**src/rtl/lfsr_pkg.sv**
```systemverilog
// Shared definitions for the 16-bit LFSR pattern generator / checker family.
package lfsr_pkg;

  localparam int unsigned LFSR_W = 16;

  // x^16 + x^12 + x^3 + x + 1
  localparam logic [LFSR_W-1:0] LFSR_POLY_DEFAULT = 16'h100B;

  typedef enum logic [1:0] {
    HUNT   = 2'd0,
    SYNC   = 2'd1,
    LOCKED = 2'd2
  } lfsr_state_e;

  // Tap 0 closes the recurrence and is always present.
  function automatic logic [LFSR_W-1:0] lfsr_taps_eff(input logic [LFSR_W-1:0] taps);
    return taps | {{(LFSR_W-1){1'b0}}, 1'b1};
  endfunction

endpackage

```
**src/rtl/lfsr_predict.sv**
```systemverilog
// Next-bit predictor: XOR-reduce of the 16-bit history masked by the effective taps.
module lfsr_predict
  import lfsr_pkg::*;
(
  input  logic [LFSR_W-1:0] hist,
  input  logic [LFSR_W-1:0] taps,
  output logic              pred
);

  assign pred = ^(hist & lfsr_taps_eff(taps));

endmodule

```
**config.mk**
```make
export PLATFORM = sky130hd
export DESIGN_NAME = lfsr_predict
export DESIGN_NICKNAME = d
export VERILOG_FILES = /design/src/rtl/lfsr_pkg.sv /design/src/rtl/lfsr_predict.sv
export SDC_FILE = /design/constraint.sdc
export NUM_CORES = 1
export LEC_CHECK = 0
export ABC_CLOCK_PERIOD_IN_PS = 1150
export CORE_AREA = 2 2 39 41
export DETAILED_ROUTE_END_ITERATION = 8
export DIE_AREA = 0 0 41 43
export PLACE_DENSITY = 0.69
export SLEW_MARGIN = 40
export SYNTH_ARGS = -nofsm -noshare
export SYNTH_HDL_FRONTEND = slang
export SYNTH_SLANG_ARGS = --single-unit
```
**constraint.sdc**
```tcl
create_clock -name vclk -period 1.15
set_input_delay 0.1725 -clock vclk [all_inputs]
set_output_delay 0.1725 -clock vclk [all_outputs]
set_load 0.02 [all_outputs]
```
==> key figures, run 1 <==
Synthesis
  – Post-synthesis sequential area ratio: 0
  – Count leader, synth: nand2_1
  – Synth Instances: 30
  – Cell taking the most area after synthesis: xnor2_1
  – Synthesized area per cell: 6.26 µm²
  – Syn Std Cell Area: 188 µm²
  – Post-synth top area share: 0.513
  – Post-synthesis cell type count: 3
  – Synth area leaders: xnor2_1 (51%), nand2_1 (30%), xor2_1 (19%)
  – Syn Nets: 62
  – Ys Warns: 0
  – Synth top cells by count: nand2_1 (15), xnor2_1 (11), xor2_1 (4)

Outcome
  – Status: complete, but fails checks
  – Failing checks: negative setup slack

CTS
  – Setup repair bufs after CTS: 0

Job
  – Maxcap violations: 0

Worst setup path
  – Crit-path cells: buf_2, nand2_2, xor2_2, xnor2_1, xnor2_1, xnor2_2, buf_4
  – CP Buf/Inv Count: 2
  – CP peak stage delay: 240 ps
  – Crit path top cell by count: xnor2_1
  – Crit. End Element: primary output
  – Family with the most delay on the worst path: XOR/XNOR gates
  – CP max stage cell: xnor2_1
  – Worst EP arrival: 1130 ps
  – CP required: 980 ps
  – Startpoint Class: input pin
  – Worst Path Max Fanout: 1
  – Kind of critical path: in2out

Power
  – Peak supply drop: 0.344 mV
  – Reported net switching power: 0.158 mW
  – Clock network fraction of total power: 0
  – Pleak: 0.308 nW
  – Flop pwr share: 0
  – Gate power share: 1.000
  – PD cells: 634 mW/mm²
  – Switching part of the total: 0.403
  – P_int: 0.234 mW
  – Final Power: 0.393 mW

Timing
  – Post-layout min period: 1300 ps
  – F_max: 767 MHz
  – Worst slew pin tran: 253 ps
  – Relative slew margins: 0.830
  – Final worst slack: -154 ps
  – Total negative slack: -154 ps
  – Max Slew Vio Count: 0
  – Final setup viols: 1
  – Fin. Hold Viols: 0
  – Unrepaired setup endpoints after global routing: true
  – Final Cycle Share: 1.13

Cells and area
  – Layout overhead on the synthesized area: 230%
  – Final instance area: 619 µm²
  – Nets@finish: 96
  – Fillers: 149
  – Seq_cells: 0
  – Final-layout clock buffer total: 0
  – Reg area: 0 µm²
  – Antenna cell count: 0
  – Layout cells sized above 1: 0.919
  – Multi-input logic area: 330 µm²

Global route
  – Vias in the first global route: 298
  – Initial antenna violation count: 0
  – Pin count of the biggest net entering global routing: 2
  – Grt ovf: 0
  – GRT Total Usage: 0.0800
  – Global-route wire length before repair: 1100 µm

Drt
  – Antenna viol nets, final: 0
  – Routed WL: 661 µm
  – Via count: 293
  – DRC: 0
  – DR iter-0 viols: 2
  – First drt pass iteration count: 2
  – Via/cell ratio: 3.76
  – Drt wl/cell: 8.47 µm

Die
  – IO Pins: 33
  – Core area: 0.00138 mm²
  – FP Rows: 14
  – Die area: 0.00176 mm²
  – Die Wd: 41 µm
  – Die span in y: 43 µm
  – Starting Density: 0.136

Min path
  – Worst min path class: in2out

Placement
  – Placed cell areas: 536 µm²
  – GP Congestion: 0.541
  – Buffers on Ports: 32
[power groups by stage]
stage / clock, mW / combinational (mW) / sequential [mW]
CTS: 0 / 0.310 / 0
finish: 0 / 0.393 / 0
global placement: 0 / 0.351 / 0
floorplan: 0 / 0.186 / 0
global route: 0 / 0.422 / 0
detailed placement: 0 / 0.354 / 0
[stage by stage]
step,hold slack (ps),util,cells,setup WS (ps)
after floorplan,830,-,30,17.2
after global placement,1800,0.387,78,-1040
after detailed placement,1820,0.387,78,-1030
after CTS,1080,0.310,78,-196
after global routing,1090,0.448,78,-220
final,1020,0.448,78,-154
[area by class of cell]
class                           instances  share of cell area
Multi-Input combinational cell         30               0.533
Tap cell                               16              0.0323
Timing Repair Buffer                   32               0.434
[cells in the final DEF, fill, tap and decap left out]
cell type  count
buf_2         14
buf_4          1
buf_6         17
nand2_1        2
nand2_2        9
nand2_4        4
xnor2_1        3
xnor2_2        8
xor2_2         4
[worst paths after layout]
kind | startpoint | endpoint | slack, ps | cells past startpoint
worst max-delay path | taps[10] | pred | -150 | 7
worst min-delay path | hist[0] | pred | 1020 | 6
[routing by layer]
layer | global-route usage | vias up | wire [µm]
li1 | - | 150 | -
met1 | 0.0984 | 126 | 185
met2 | 0.147 | 17 | 401
met3 | 0.0105 | 0 | 74
met4 | 0 | 0 | 0
met5 | 0 | - | 0
[worst min-delay path, stage by stage]
cell and delay [ps]:
buf_2 100, xor2_2 70, xnor2_2 190, xnor2_2 80, xnor2_2 110, buf_4 130
[logic make-up (layout without fill, tap and decap cells)]
family | Yosys count | in the layout | share of synthesized area
simple gates | 15 | 15 | 0.300
xor+xnor | 15 | 15 | 0.700
buf+inv | 0 | 32 | 0
[repair_timing]
item / 4_1_cts / 5_1_grt
gates resized for setup: 112 / 34
gates cloned: 0 / 0
pin swaps: 30 / 16
hold buffers: 0 / 0
setup endpoints to repair: 1 / 1
Note: power is estimated with default switching activity, not from simulation.
==> run 2: changes to the inputs <==
Settings changed: PLACE_DENSITY 0.69 to 0.54.
==> run 2 against run 1 <==
Via count decreased by 1.4%; non-clock buffer count did not move; largest cell class unchanged; first-iteration DRC count shrank 100%; design area decreased by 13%; die area stayed put; clock-buffer cell count did not move; the flow still finishes with violations (negative setup slack).
==> key figures, run 2 (synthesized netlist as in run 1, its figures left out) <==
Outcome
  – Status: complete, but fails checks
  – Failing checks: negative setup slack

Drt
  – First drt pass iteration count: 1
  – DR iter-0 viols: 0
  – Via/cell ratio: 3.71
  – DRC: 0
  – Antenna viol nets, final: 0
  – Drt wl/cell: 8.27 µm
  – Routed WL: 645 µm
  – Via count: 289

Global route
  – Pin count of the biggest net entering global routing: 2
  – Global-route wire length before repair: 1070 µm
  – Vias in the first global route: 282
  – Grt ovf: 0
  – Initial antenna violation count: 0
  – GRT Total Usage: 0.0789

Worst setup path
  – Crit. End Element: primary output
  – Worst EP arrival: 1140 ps
  – Worst Path Max Fanout: 1
  – Crit path top cell by count: xnor2_1
  – CP required: 980 ps
  – CP peak stage delay: 270 ps
  – Family with the most delay on the worst path: XOR/XNOR gates
  – Crit-path cells: buf_2, nand2_1, xnor2_1, xnor2_1, xnor2_1, xnor2_2, buf_4
  – Startpoint Class: input pin
  – CP max stage cell: xnor2_1
  – Kind of critical path: in2out
  – CP Buf/Inv Count: 2

Placement
  – GP Congestion: 0.517
  – Detail Placement HPWL: 555 µm
  – Placed cell areas: 536 µm²
  – Buffers on Ports: 32
  – Place WS: -1090 ps

Timing
  – Final setup viols: 1
  – Max Slew Vio Count: 0
  – Unrepaired setup endpoints after global routing: true
  – Worst Hold Slack: 1010 ps
  – Final worst slack: -164 ps
  – Post-layout min period: 1310 ps
  – Relative slew margins: 0.820
  – Total negative slack: -164 ps
  – F_max: 761 MHz
  – Final Cycle Share: 1.14
  – Fin. Hold Viols: 0
  – Worst slew pin tran: 268 ps

Cells and area
  – Most common cell after layout, fill and taps aside: buf_2
  – Final-layout clock buffer total: 0
  – Post-Route Utilization: 0.390
  – Most frequent cells in the layout: buf_2 (22), nand2_2 (9), buf_6 (9), xnor2_2 (7), nand2_1 (5)
  – Nets@finish: 96
  – Seq_cells: 0
  – Layout cells sized above 1: 0.855
  – Fillers: 168
  – Reg area: 0 µm²
  – Antenna cell count: 0
  – Final instance area: 539 µm²
  – Layout overhead on the synthesized area: 187%

Die
  – Die area: 0.00176 mm²
  – Core area: 0.00138 mm²
  – FP Rows: 14
  – Starting Density: 0.136
  – Die span in y: 43 µm
  – Die Wd: 41 µm
  – IO Pins: 33

Power
  – PD cells: 677 mW/mm²
  – Pleak: 0.270 nW
  – Peak supply drop: 0.223 mV

Job
  – Maxcap violations: 0

Min path
  – Worst min path class: in2out
  – Hold path start: hist[0]
  – Worst hold stages: 6
  – Hold EP: pred

CTS
  – Setup repair bufs after CTS: 0
-- run 2: cell types whose count changed in the layout (fill, tap and decap cells not counted) --
cell	previous run	this run
xnor2_1	3	4
xnor2_2	8	7
nand2_1	2	5
buf_6	17	9
nand2_4	4	1
buf_2	14	22
-- run 2: stage by stage --
step           total power [mW]  instances
6_report                  0.365         78
5_1_grt                   0.392         78
4_1_cts                   0.306         78
3_5_place_dp              0.359         78
3_3_place_gp              0.352         78
2_1_floorplan             0.186         30
-- run 2: per-layer routing --
layer  GRT usage  share of wire  vias up
li1            -              -      150
met1       0.101           0.33      122
met2       0.144           0.58       17
met3     0.00524          0.087        0
met4           0              0        0
met5           0              0        -
-- run 2: power breakdown --
part | total (mW) | switching (mW) | internal (mW) | leakage, nW
Combinational | 0.365 | 0.153 | 0.212 | 0.270
Clock | 0 | 0 | 0 | 0
Sequential | 0 | 0 | 0 | 0
Total | 0.365 | 0.153 | 0.212 | 0.270
-- run 2: final cells by class --
type,instances,area (µm²),area share
multi-input combinational,30,300,0.557
tap,16,20.0,0.0371
timing repair buffer,32,219,0.406
-- run 2: how the worst max path moves through the flow --
stage / from / to / cells after the start / slack [ps]
finish: taps[8] / pred / 7 / -160
global route: hist[11] / pred / 7 / -240
CTS: taps[5] / pred / 7 / -220
detailed placement: hist[3] / pred / 7 / -1090
global placement: hist[3] / pred / 7 / -1050
floorplan: hist[11] / pred / 5 / 20
-- run 2: timing repair --
item,CTS,global route
setup endpoints to repair,1,1
pin swaps,30,13
hold buffers,0,0
gates resized for setup,105,24
endpoints found under the hold margin,0,0
